[src/rtl/siu_l2_mon_pkg.sv]
// SIU->L2 monitor: shared encodings, FSM states and beat counts.
// Imported by the bank tracker, its interface and the monitor top.
package siu_l2_mon_pkg;

   localparam int NUM_BANKS = 8;

   localparam logic [1:0] CMD_RD   = 2'b00;
   localparam logic [1:0] CMD_WR8  = 2'b01;
   localparam logic [1:0] CMD_WR64 = 2'b10;
   localparam logic [1:0] CMD_RSV  = 2'b11;

   localparam logic [1:0] ST_IDLE = 2'd0;
   localparam logic [1:0] ST_HDR1 = 2'd1;
   localparam logic [1:0] ST_DATA = 2'd2;

   localparam logic [4:0] BEATS_WR8  = 5'd2;
   localparam logic [4:0] BEATS_WR64 = 5'd16;

   typedef struct packed {
      logic [1:0]  cmd;
      logic [15:0] ctag;
   } hdr_t;

   function automatic hdr_t hdr_of(logic [31:0] w);
      hdr_t h;
      h.cmd  = w[31:30];
      h.ctag = w[15:0];
      return h;
   endfunction

endpackage

[src/rtl/siu_to_l2_mon_if.sv]
// Per-bank bundle between the monitor top (master) and a bank tracker.
// Carries the request beat and dequeue in, completion and errors out.
interface siu_to_l2_mon_if;

   logic        vld;
   logic [31:0] req;
   logic        deq;
   logic        done;
   logic [1:0]  cmd;
   logic [15:0] ctag;
   logic [4:0]  cnt;
   logic        ovf;
   logic        udf;
   logic        ecmd;
   logic        gap;

   modport master (
      output vld, req, deq,
      input  done, cmd, ctag, cnt, ovf, udf, ecmd, gap
   );

   modport slave (
      input  vld, req, deq,
      output done, cmd, ctag, cnt, ovf, udf, ecmd, gap
   );

endinterface

[src/rtl/siu_to_l2_bank_trk.sv]
// One L2 bank: packet framing FSM, completion pulse, input-queue
// occupancy count and sticky error flags.
module siu_to_l2_bank_trk
   import siu_l2_mon_pkg::*;
#(
   parameter int IQ_DEPTH = 16
) (
   input  logic              clk_i,
   input  logic              rst_i,
   input  logic              en_i,
   siu_to_l2_mon_if.slave    bus
);

   localparam logic [4:0] IQ_MAX = 5'(IQ_DEPTH);

   logic [1:0]  st_q, st_d;
   logic [4:0]  bc_q, bc_d;
   hdr_t        hdr_q, hdr_d;
   logic        done_q, done_d;
   logic [1:0]  pcmd_q, pcmd_d;
   logic [15:0] ptag_q, ptag_d;
   logic [4:0]  iq_q, iq_d;
   logic        ovf_q, ovf_d;
   logic        udf_q, udf_d;
   logic        ecmd_q, ecmd_d;
   logic        gap_q, gap_d;
   logic        fin;

   always_comb begin
      st_d   = st_q;
      bc_d   = bc_q;
      hdr_d  = hdr_q;
      done_d = 1'b0;
      pcmd_d = pcmd_q;
      ptag_d = ptag_q;
      iq_d   = iq_q;
      ovf_d  = ovf_q;
      udf_d  = udf_q;
      ecmd_d = ecmd_q;
      gap_d  = gap_q;
      fin    = 1'b0;
      if (en_i) begin
         unique case (1'b1)
            (st_q == ST_IDLE): begin
               if (bus.vld) begin
                  hdr_d = hdr_of(bus.req);
                  if (hdr_d.cmd == CMD_RSV) ecmd_d = 1'b1;
                  else                      st_d   = ST_HDR1;
               end
            end
            (st_q == ST_HDR1): begin
               if (!bus.vld) begin
                  gap_d = 1'b1;
                  st_d  = ST_IDLE;
               end else begin
                  unique case (1'b1)
                     (hdr_q.cmd == CMD_RD): fin = 1'b1;
                     (hdr_q.cmd == CMD_WR8): begin
                        st_d = ST_DATA;
                        bc_d = BEATS_WR8;
                     end
                     default: begin
                        st_d = ST_DATA;
                        bc_d = BEATS_WR64;
                     end
                  endcase
               end
            end
            (st_q == ST_DATA): begin
               if (!bus.vld) begin
                  gap_d = 1'b1;
                  st_d  = ST_IDLE;
                  bc_d  = 5'd0;
               end else begin
                  bc_d = bc_q - 5'd1;
                  if (bc_q == 5'd1) fin = 1'b1;
               end
            end
            default: st_d = ST_IDLE;
         endcase

         if (fin) begin
            done_d = 1'b1;
            pcmd_d = hdr_q.cmd;
            ptag_d = hdr_q.ctag;
            st_d   = ST_IDLE;
         end

         // Count follows the registered pulse, so a dequeue in the
         // pulse cycle cancels it out at either boundary.
         case ({done_q, bus.deq})
            2'b10: begin
               if (iq_q == IQ_MAX) ovf_d = 1'b1;
               else                iq_d  = iq_q + 5'd1;
            end
            2'b01: begin
               if (iq_q == 5'd0) udf_d = 1'b1;
               else              iq_d  = iq_q - 5'd1;
            end
            default: ;
         endcase
      end
   end

   always_ff @(posedge clk_i) begin
      if (rst_i) begin
         st_q   <= ST_IDLE;
         bc_q   <= 5'd0;
         hdr_q  <= '0;
         done_q <= 1'b0;
         pcmd_q <= 2'd0;
         ptag_q <= 16'd0;
         iq_q   <= 5'd0;
         ovf_q  <= 1'b0;
         udf_q  <= 1'b0;
         ecmd_q <= 1'b0;
         gap_q  <= 1'b0;
      end else begin
         st_q   <= st_d;
         bc_q   <= bc_d;
         hdr_q  <= hdr_d;
         done_q <= done_d;
         pcmd_q <= pcmd_d;
         ptag_q <= ptag_d;
         iq_q   <= iq_d;
         ovf_q  <= ovf_d;
         udf_q  <= udf_d;
         ecmd_q <= ecmd_d;
         gap_q  <= gap_d;
      end
   end

   assign bus.done = done_q;
   assign bus.cmd  = pcmd_q;
   assign bus.ctag = ptag_q;
   assign bus.cnt  = iq_q;
   assign bus.ovf  = ovf_q;
   assign bus.udf  = udf_q;
   assign bus.ecmd = ecmd_q;
   assign bus.gap  = gap_q;

endmodule

[src/rtl/siu_to_l2_mon.sv]
// SIU->L2 request monitor: eight independent bank trackers plus the
// flat bus slicing and the global error summary.
module siu_to_l2_mon
   import siu_l2_mon_pkg::*;
#(
   parameter int IQ_DEPTH = 16
) (
   input  logic                    iol2clk,
   input  logic                    rst,
   input  logic                    enabled,
   input  logic [NUM_BANKS-1:0]    sii_l2t_req_vld,
   input  logic [32*NUM_BANKS-1:0] sii_l2t_req,
   input  logic [NUM_BANKS-1:0]    l2t_sii_iq_dequeue,
   output logic [NUM_BANKS-1:0]    pkt_done,
   output logic [2*NUM_BANKS-1:0]  pkt_cmd,
   output logic [16*NUM_BANKS-1:0] pkt_ctag,
   output logic [5*NUM_BANKS-1:0]  iq_cnt,
   output logic [NUM_BANKS-1:0]    err_ovf,
   output logic [NUM_BANKS-1:0]    err_udf,
   output logic [NUM_BANKS-1:0]    err_cmd,
   output logic [NUM_BANKS-1:0]    err_gap,
   output logic                    err_any
);

   for (genvar g = 0; g < NUM_BANKS; g++) begin : g_bank
      siu_to_l2_mon_if bif ();

      assign bif.vld = sii_l2t_req_vld[g];
      assign bif.req = sii_l2t_req[32*g +: 32];
      assign bif.deq = l2t_sii_iq_dequeue[g];

      siu_to_l2_bank_trk #(
         .IQ_DEPTH (IQ_DEPTH)
      ) u_trk (
         .clk_i (iol2clk),
         .rst_i (rst),
         .en_i  (enabled),
         .bus   (bif.slave)
      );

      assign pkt_done[g]          = bif.done;
      assign pkt_cmd[2*g +: 2]    = bif.cmd;
      assign pkt_ctag[16*g +: 16] = bif.ctag;
      assign iq_cnt[5*g +: 5]     = bif.cnt;
      assign err_ovf[g]           = bif.ovf;
      assign err_udf[g]           = bif.udf;
      assign err_cmd[g]           = bif.ecmd;
      assign err_gap[g]           = bif.gap;
   end

   assign err_any = |{err_ovf, err_udf, err_cmd, err_gap};

endmodule
[config.mk]
export PLATFORM = sky130hd
export DESIGN_NAME = siu_to_l2_mon
export DESIGN_NICKNAME = d
export VERILOG_FILES = /design/src/rtl/siu_l2_mon_pkg.sv /design/src/rtl/siu_to_l2_mon_if.sv /design/src/rtl/siu_to_l2_bank_trk.sv /design/src/rtl/siu_to_l2_mon.sv
export SDC_FILE = /design/constraint.sdc
export NUM_CORES = 1
export LEC_CHECK = 0
export BUFFER_PORTS_ARGS = -buffer_cell sky130_fd_sc_hd__buf_2
export CAP_MARGIN = 10
export CORE_ASPECT_RATIO = 0.5
export CORE_MARGIN = 2
export CORE_UTILIZATION = 53
export CTS_BUF_LIST = sky130_fd_sc_hd__clkbuf_4 sky130_fd_sc_hd__clkbuf_8 sky130_fd_sc_hd__clkbuf_16
export CTS_CLUSTER_DIAMETER = 150
export CTS_CLUSTER_SIZE = 40
export DETAILED_ROUTE_END_ITERATION = 16
export GPL_TIMING_DRIVEN = 0
export PLACE_DENSITY = 0.78
export SYNTH_ARGS = -nofsm -noshare
export SYNTH_HDL_FRONTEND = slang
export SYNTH_SLANG_ARGS = --single-unit
export TNS_END_PERCENT = 1
[constraint.sdc]
create_clock -name iol2clk -period 2.7 [get_ports iol2clk]
set_input_delay 0.27 -clock iol2clk [delete_from_list [all_inputs] [get_ports iol2clk]]
set_output_delay 0.27 -clock iol2clk [all_outputs]
set_load 0.005 [all_outputs]
Word level (Yosys, flattened, before mapping) --
Cells that the tools add are included.
Word-level totals: logic and storage cells 547, bits of input ports 275, register bits 424, output and inout bits 225
Operators by class: add/sub/neg operators 24, reductions and logical operators 122, equal/unequal tests 128, bitwise operators 9, mux-type cells 168
Operator list (number):
- 5-bit one-hot mux with 2 select lines | 24
- 5-bit 2-to-1 mux | 32
- 2-bit 2-to-1 mux | 48
- 3-bit AND reduction | 32
- 4-bit AND reduction | 24
- 5-bit by 1-bit subtractor with 5-bit output, second input constant | 16
- 3-bit inequality test, second input constant | 24
- 2-bit inequality test, second input constant | 32
- 2-bit by 1-bit equality test with 1-bit output, second input constant | 24
- 2-bit equality test, second input constant | 24
- 1-bit 2-to-1 mux | 48
- 2-bit one-hot mux with 3 select lines | 8
- 5-bit by 1-bit adder with 5-bit output, second input constant | 8
- 5-bit by 1-bit equality test with 1-bit output, second input constant | 8
- 5-bit equality test, second input constant | 8
- 5-bit logical NOT | 8
- 5-bit AND reduction | 8
- 2-bit logical NOT | 16
- 4-bit inequality test, second input constant | 8
- 2-bit nonzero test | 16
- 32-bit OR reduction | 1
- 2-bit OR reduction | 9
- 1-bit one-hot mux with 2 select lines | 8
- 2-bit AND reduction | 8
- 1-bit NOT | 9

Logic depth before layout (Yosys ltp) --
Gate-level depths: netlist (run 1).
depth in word-level cells 7, depth in mapped cells 9, gate-level depth less buffers 9

Hierarchy --
A second synthesis (run 1) with hierarchy kept.
Unflattened totals: cells, all modules 2188, area total of the unflattened synthesis 18946.9 µm²
By module, submodules not included:
- siu_to_l2_bank_trk at g_bank[0].u_trk ... | sequential area each 1061.0 µm², cells an instance 264, instances 5, area an instance 2307.2 µm²
- siu_to_l2_bank_trk at g_bank[2].u_trk ... | sequential area each 1061.0 µm², cells an instance 262, instances 2, area an instance 2311.0 µm²
- siu_to_l2_bank_trk at g_bank[1].u_trk | sequential area each 1061.0 µm², cells an instance 293, instances 1, area an instance 2413.6 µm²
- siu_to_l2_mon | sequential area each 0.0 µm², cells an instance 51, instances 1, area an instance 375.4 µm²

Worst setup path after synthesis (run 1) --
Ideal clock, no wire load.
path kind register to register, start reg g_bank[3].u_trk.done_q, end reg g_bank[3].u_trk.iq_q[4], arrival 1826 ps, clock period less this slack 1941 ps, stages on the path, launching flop included 9, slack 759 ps, cell sequence dfxtp_1 inv_1 ha_1 ha_1 nor2b_1 o21a_1 o21a_1 o31a_1 o21a_1
On the way: cells in the longest elaborated chain, start to end 3, elaborated cells between the ends (all ways) 7, classes of those cells eq/ne (4); mux (1); reduce/logical (2)
Ends and longest elaborated chain:
- from (decl) | line siu_to_l2_bank_trk.sv:19 | logic done_q, done_d;
- from (signal assigned) | line siu_to_l2_bank_trk.sv:122 | done_q <= done_d;
- 2-bit by 1-bit equality test with 1-bit output / 2-bit equality test (equally long branches) | line siu_to_l2_bank_trk.sv:91 | case ({done_q, bus.deq})
- 2-bit inequality test (no line) / 2-bit nonzero test (equally long branches)
- 4-bit AND reduction (no line)
- to (signal assigned) | line siu_to_l2_bank_trk.sv:125 | iq_q <= iq_d;
- to (decl) | line siu_to_l2_bank_trk.sv:22 | logic [4:0] iq_q, iq_d;
Parallel ways exist; a longest one is shown, timed or not. A chain may end at the register's enable or synchronous reset.

Final worst setup path (run 1) --
start reg g_bank[0].u_trk.gap_q, end out err_any
On the way: cells in the longest elaborated chain, start to end 1
Ends and longest elaborated chain:
- from (decl) | line siu_to_l2_bank_trk.sv:26 | logic gap_q, gap_d;
- from (signal assigned) | line siu_to_l2_bank_trk.sv:129 | gap_q <= gap_d;
- 32-bit OR reduction | line siu_to_l2_mon.sv:51 | assign err_any = |{err_ovf, err_udf, err_cmd, err_gap};
- to (decl) | line siu_to_l2_mon.sv:22 | output logic err_any
No other way between the ends.

==> results of run 1 <==
## per-layer routing
metal  GRT usage (%)  up-vias  share of wire, %
met5               0        -                 0
met4            10.7        0               3.8
met3            4.08      135               6.0
met2            49.8      602                48
met1            37.6     8217                42
li1                -     8252                 -
## cells in the mapped netlist (8+ instances only)
library cell  instances  share of area, %
nand4_1               9              0.30
nor4_1               22              0.74
a21oi_1             228               6.2
nand3_1              14              0.38
a21o_1               14              0.57
o21a_1               18              0.73
o22ai_1               9              0.30
dfxtp_1             424                46
fa_1                  8              0.86
clkbuf_1             64               1.3
and3_1               14              0.47
nor2b_1              19              0.64
mux2i_1             153               8.3
a211oi_1             10              0.41
ha_1                 80               5.4
and2_1               11              0.37
nor3_1               34              0.92
xor2_1               11              0.52
xnor2_1              23               1.1
o21ai_1              28              0.76
o21ai_0              20              0.54
buf_4                44               1.8
nor2_1              247               5.0
inv_1                74               1.5
nand2_1             379               7.7
nand3b_1             16              0.65
nor3b_1              10              0.41
buf_2                26              0.70
a31oi_1              30               1.0
## what timing repair did
action / CTS / global route
endpoints found under the hold margin: 145 / 0
resized for setup: 0 / 0
hold buffers: 144 / 0
## critical path: stages (launching register included)
cell and delay, ns:
dfxtp_1 0.40, nor4_1 0.29, nand4_1 0.30, or2_1 0.31
buf_2 0.14
## power by group through the flow
stage / Sequential [mW] / Combinational (mW) / Clock (mW)
2_1_floorplan: 6.80 / 1.27 / 0
3_3_place_gp: 6.84 / 1.86 / 0
3_5_place_dp: 6.86 / 1.90 / 0
4_1_cts: 6.72 / 2.07 / 3.01
5_1_grt: 6.76 / 2.31 / 3.21
6_report: 6.72 / 2.10 / 2.96
## area by class of cell
cell class / count / area, um2
antenna: 5 / 12.5
buffer: 140 / 769
clock buffer: 15 / 375
clock inverter: 1 / 16.3
fill: 2841 / 11500
inverter: 81 / 304
multi-input combinational: 1489 / 8950
sequential: 424 / 8490
tap: 475 / 594
timing repair buffer: 528 / 3360
## through the flow
stage / power [mW] / setup WS [ns] / area, um2
finish: 11.8 / 0.431 / 22900
CTS: 11.8 / 0.441 / 22900
global placement: 8.70 / 0.355 / 21000
floorplan: 8.08 / 0.759 / 18500
detailed placement: 8.75 / 0.300 / 21000
global route: 12.3 / 0.328 / 22900
## final timing paths
check | end | slack, ns | cells after the start
hold / removal | g_bank[2].u_trk.st_q[0] | 0.09 | 3
setup reg to reg | g_bank[1].u_trk.bus.cnt[4] | 0.49 | 8
hold reg to reg | g_bank[7].u_trk.bus.ctag[1] | 0.46 | 2
setup / recovery | err_any | 0.43 | 4
## kinds of logic after synthesis
kind of cell	Yosys count	share of synthesized area [%]
xor gates and xnor gates	34	1.61
AOI/OAI and AO/OA	399	12.6
muxes	153	8.27
DFF	424	45.8
and+or+nand+nor	815	19.6
buffers and inverters	221	5.80
adders and majority gates	88	6.27
## flip-flops by register name (all words and copies together) (netlist names), 16 cells and up
register	count
g_bank.u_trk.hdr_q	144
g_bank.u_trk.bus.ctag	128
g_bank.u_trk.bc_q	40
g_bank.u_trk.bus.cnt	40
g_bank.u_trk.bus.cmd	16
g_bank.u_trk.st_q	16
==> results.yml, run 1 <==
worst_setup_path:
  cp_max_fo: 3
  start_kind: "flop"
  worstSetupPathType: "flop to primary output"
  worstPathRequired_ns: 2.43
  setup.worst_path.start: "g_bank[0].u_trk.bus.gap"
  end_kind: "primary output"
  timing.rr.start: "g_bank[1].u_trk.bus.done"
  crit_arrival_ns: 2.00
synth:
  syn-cell-area_um2: 18500
  seq_area_frac_synth_pct: 45.8
  post_synth.cell_area_avg_um2: 8.68
  syn_nets: 2497
  synth_edf_count: 0
  synth_ff_type: "dfxtp_1"
  synth.distinct_cells: 71
  yosys_register_bits: 424
  synth_warnings: 0
  async_reset_ff_share_pct: 0
  synth_cells: 2134
floorplan:
  die_y_um: 136
  boundaryPins: 500
  initial_core_util_pct: 53.8
  die_area_um2: 36500
  coreArea_um2: 34400
  die_w_um: 268
  rows: 48
cells_and_area:
  area_growth_pct: 23.6
  fin_cells: 3158
  layout_common_cells: "dfxtp_1, buf_2, nand2_1"
  fin_nets: 3041
  drive_above_1_share_pct: 18.6
  final_common_cell: "dfxtp_1"
  final_util_pct: 66.5
placed_design:
  dpl.hpwl_mm: 39.1
  dp_cells: 2993
  globalplace.congestion: 0.925
  numPortBuffers: 384
sta:
  holdWs_ns: 0.0941
  setup_viol: 0
  grt_setup_unrepaired: "no"
  hold_viol: 0
  fin_crit_sh_pct: 84.0
  setup-tns-final_ns: 0
  worstMarginPinSlew_ns: 1.00
  max_slew_margin_pct: 33.2
  slew_viol_final: 0
  clock.fmax_mhz: 441
  fin_crit_ns: 2.27
  finClkSkew_ns: 0.0303
clocking:
  h-tree-depth: 1
  post_cts_buffers: 0
  clockRootBuffer: "clkbuf_16"
  clk_pin_slew_worst_paths_ns: 0.14
  cts_tree: "done"
  cts_buffers: 14
  clk_path_buf_depth: 3
  clk_latency_ns: 0.56
  cts.sinks: 424
power:
  swShare_pct: 28.2
  p_sw_mw: 3.33
  irDropWorstVdd_uv: 404
  clockPowerShare_pct: 25.1
  p_int_mw: 8.46
  pwr-share-seq_pct: 57.0
  leakagePower_nw: 9.94
  power.density_nw_per_um2: 515
  combPwrFrac_pct: 17.8
grt:
  grt_max_degree: 41
  gr-total-overflow: 0
  track_usage_pct: 29.1
  grt_antenna_before_repair: 4
  first_global_vias: 16100
  grt_pass1_wl_mm: 84.7
drt:
  via_count: 17200
  first_pass_iters: 6
  drt-initial-drc-count: 1412
  final_antenna_net_count: 0
  drc: 0
  wirelength_mm: 55.3
  wl_per_cell_um: 17.5
  viasPerCell: 5.45
hold_path:
  hold_path.class: "input pin to flop"
  hold_path_startpoint: "sii_l2t_req_vld[2]"
outcome:
  outcome: "finished, final reports clean"
job:
  cap_violations: 0
Note: power is estimated with default switching activity, not from simulation.
==> run 2, diff against run 1 <==
==> constraint.sdc (replaced) <==
create_clock -name iol2clk -period 2.19 [get_ports iol2clk]
set_input_delay 0.219 -clock iol2clk [delete_from_list [all_inputs] [get_ports iol2clk]]
set_output_delay 0.219 -clock iol2clk [all_outputs]
set_load 0.005 [all_outputs]
==> run 2 against run 1 <==
Effect of this change: setup slack worse by 0.41 ns; non-clock buffer count up 8; wire length up 0.24%; critical path depth unchanged; flip-flop and latch count unchanged; first-iteration DRC count down 6.2%; cell count up 0.25%; sequential share of layout area down 0.14 points; register-to-register slack worse by 0.41 ns; clock power up 24%; highest routed layer unchanged; design area up 0.56%.
==> results.yml, run 2 (synthesized netlist as in run 1, its figures left out) <==
grt:
  first_global_vias: 16100
  grt_antenna_before_repair: 4
  gr-total-overflow: 0
  grt_max_degree: 41
  track_usage_pct: 29.1
  grt_pass1_wl_mm: 84.7
worst_setup_path:
  worstPathRequired_ns: 1.97
  start_kind: "flop"
  crit_arrival_ns: 1.95
  cp_max_fo: 3
  end_kind: "primary output"
  worstSetupPathType: "flop to primary output"
sta:
  grt_setup_unrepaired: "yes"
  fin_crit_sh_pct: 99.2
  slew_viol_final: 0
  setup-tns-final_ns: 0
  clock.fmax_mhz: 460
  fin_crit_ns: 2.17
  max_slew_margin_pct: 32.9
  worstMarginPinSlew_ns: 1.01
  hold_viol: 0
  setup_viol: 0
  finClkSkew_ns: 0.0361
clocking:
  cts_tree: "done"
  cts.sinks: 424
  clk_pin_slew_worst_paths_ns: 0.14
  clk_latency_ns: 0.56
  clockRootBuffer: "clkbuf_16"
  cts_buffers: 14
  h-tree-depth: 1
  clk_path_buf_depth: 3
power:
  pwr-share-seq_pct: 56.9
  combPwrFrac_pct: 18.0
  leakagePower_nw: 9.99
  clockPowerShare_pct: 25.1
  power.density_nw_per_um2: 633
  swShare_pct: 28.2
  p_sw_mw: 4.12
  irDropWorstVdd_uv: 496
  p_int_mw: 10.5
  finalPower_mw: 14.6
floorplan:
  rows: 48
  coreArea_um2: 34400
  die_w_um: 268
  initial_core_util_pct: 53.8
  boundaryPins: 500
  die_area_um2: 36500
  die_y_um: 136
cells_and_area:
  layout_common_cells: "dfxtp_1, buf_2, nand2_1"
  max_flop_register: "g_bank.u_trk.hdr_q"
  fillers: 2835
  regArea_um2: 8500
  drive_above_1_share_pct: 19.7
  fin_nets: 3049
  area_growth_pct: 24.2
  multi_input_area_um2: 8990
  largest_reg_flops: 144
  final_common_cell: "dfxtp_1"
drt:
  final_antenna_net_count: 0
  wirelength_mm: 55.4
  drc: 0
  drt-initial-drc-count: 1325
  viasPerCell: 5.45
  first_pass_iters: 6
  via_count: 17300
  wl_per_cell_um: 17.5
job:
  cap_violations: 0
placed_design:
  globalplace.congestion: 0.925
  dpl.hpwl_mm: 39.1
  numPortBuffers: 384
outcome:
  outcome: "finished, final reports clean"
hold_path:
  hold_path.class: "input pin to flop"
-- run 2: changes by cell type in the layout (fill, tap and decap cells not counted), sizes merged --
| cell | change |
|---|---|
| buf | +8 |
-- run 2: metal layers --
metal | part of all wire [%] | GRT usage [%]
met5 | 0 | 0
met4 | 3.7 | 10.7
met3 | 5.9 | 4.08
met2 | 48 | 49.8
met1 | 42 | 37.6
-- run 2: final timing paths --
kind	start	to	slack, ns	depth (start not counted)
worst max-delay path	g_bank[1].u_trk.bus.ecmd	err_any	0.02	4
worst min-delay path	sii_l2t_req_vld[2]	g_bank[2].u_trk.st_q[0]	0.04	3
worst max register to register	g_bank[5].u_trk.st_q[0]	g_bank[5].u_trk.bus.ctag[5]	0.08	8
worst min register to register	g_bank[7].u_trk.hdr_q[1]	g_bank[7].u_trk.bus.ctag[1]	0.46	2
-- run 2: layout make-up --
cell class              instances  area share (%)
multi-input cells            1489            39.1
flip-flops and latches        424            37.0
repair buffers                536            14.9
plain buffers                 140            3.39
well taps                     475            2.58
clock buffers                  15            1.63
inverters                      81            1.32
clock inverters                 1          0.0707
diodes                          5          0.0544
-- run 2: what timing repair did --
action,in CTS,in global routing
hold endpoints to repair,146,0
pin swaps,2,2
gates resized for setup,5,20
buffers inserted,0,8
hold buffers,144,0
endpoints found under the setup margin,2,53
-- run 2: power groups by stage --
stage	clock network (mW)	logic, mW	registers, mW
floorplan	0	1.57	8.39
global placement	0	2.29	8.44
detailed placement	0	2.34	8.45
CTS	3.71	2.55	8.28
global route	3.96	2.87	8.34
finish	3.66	2.62	8.29
-- run 2: critical path, stage by stage (launching register included) --
cell	delay [ns]
dfxtp_1	0.39
nor4_1	0.28
nand4_1	0.29
or2_1	0.30
buf_2	0.14
-- run 2: stage by stage --
step / std cells / util (%) / setup slack [ns] / cell area (um2) / hold slack [ns]
2_1_floorplan: 2134 / - / 0.249 / 18500 / 0.355
3_3_place_gp: 2993 / 61.1 / -0.104 / 21000 / 0.437
3_5_place_dp: 2993 / 61.1 / -0.159 / 21000 / 0.441
4_1_cts: 3153 / 66.5 / 0.00620 / 22900 / 0.0253
5_1_grt: 3165 / 66.8 / -0.0641 / 23000 / 0.0592
6_report: 3166 / 66.8 / 0.0180 / 23000 / 0.0412
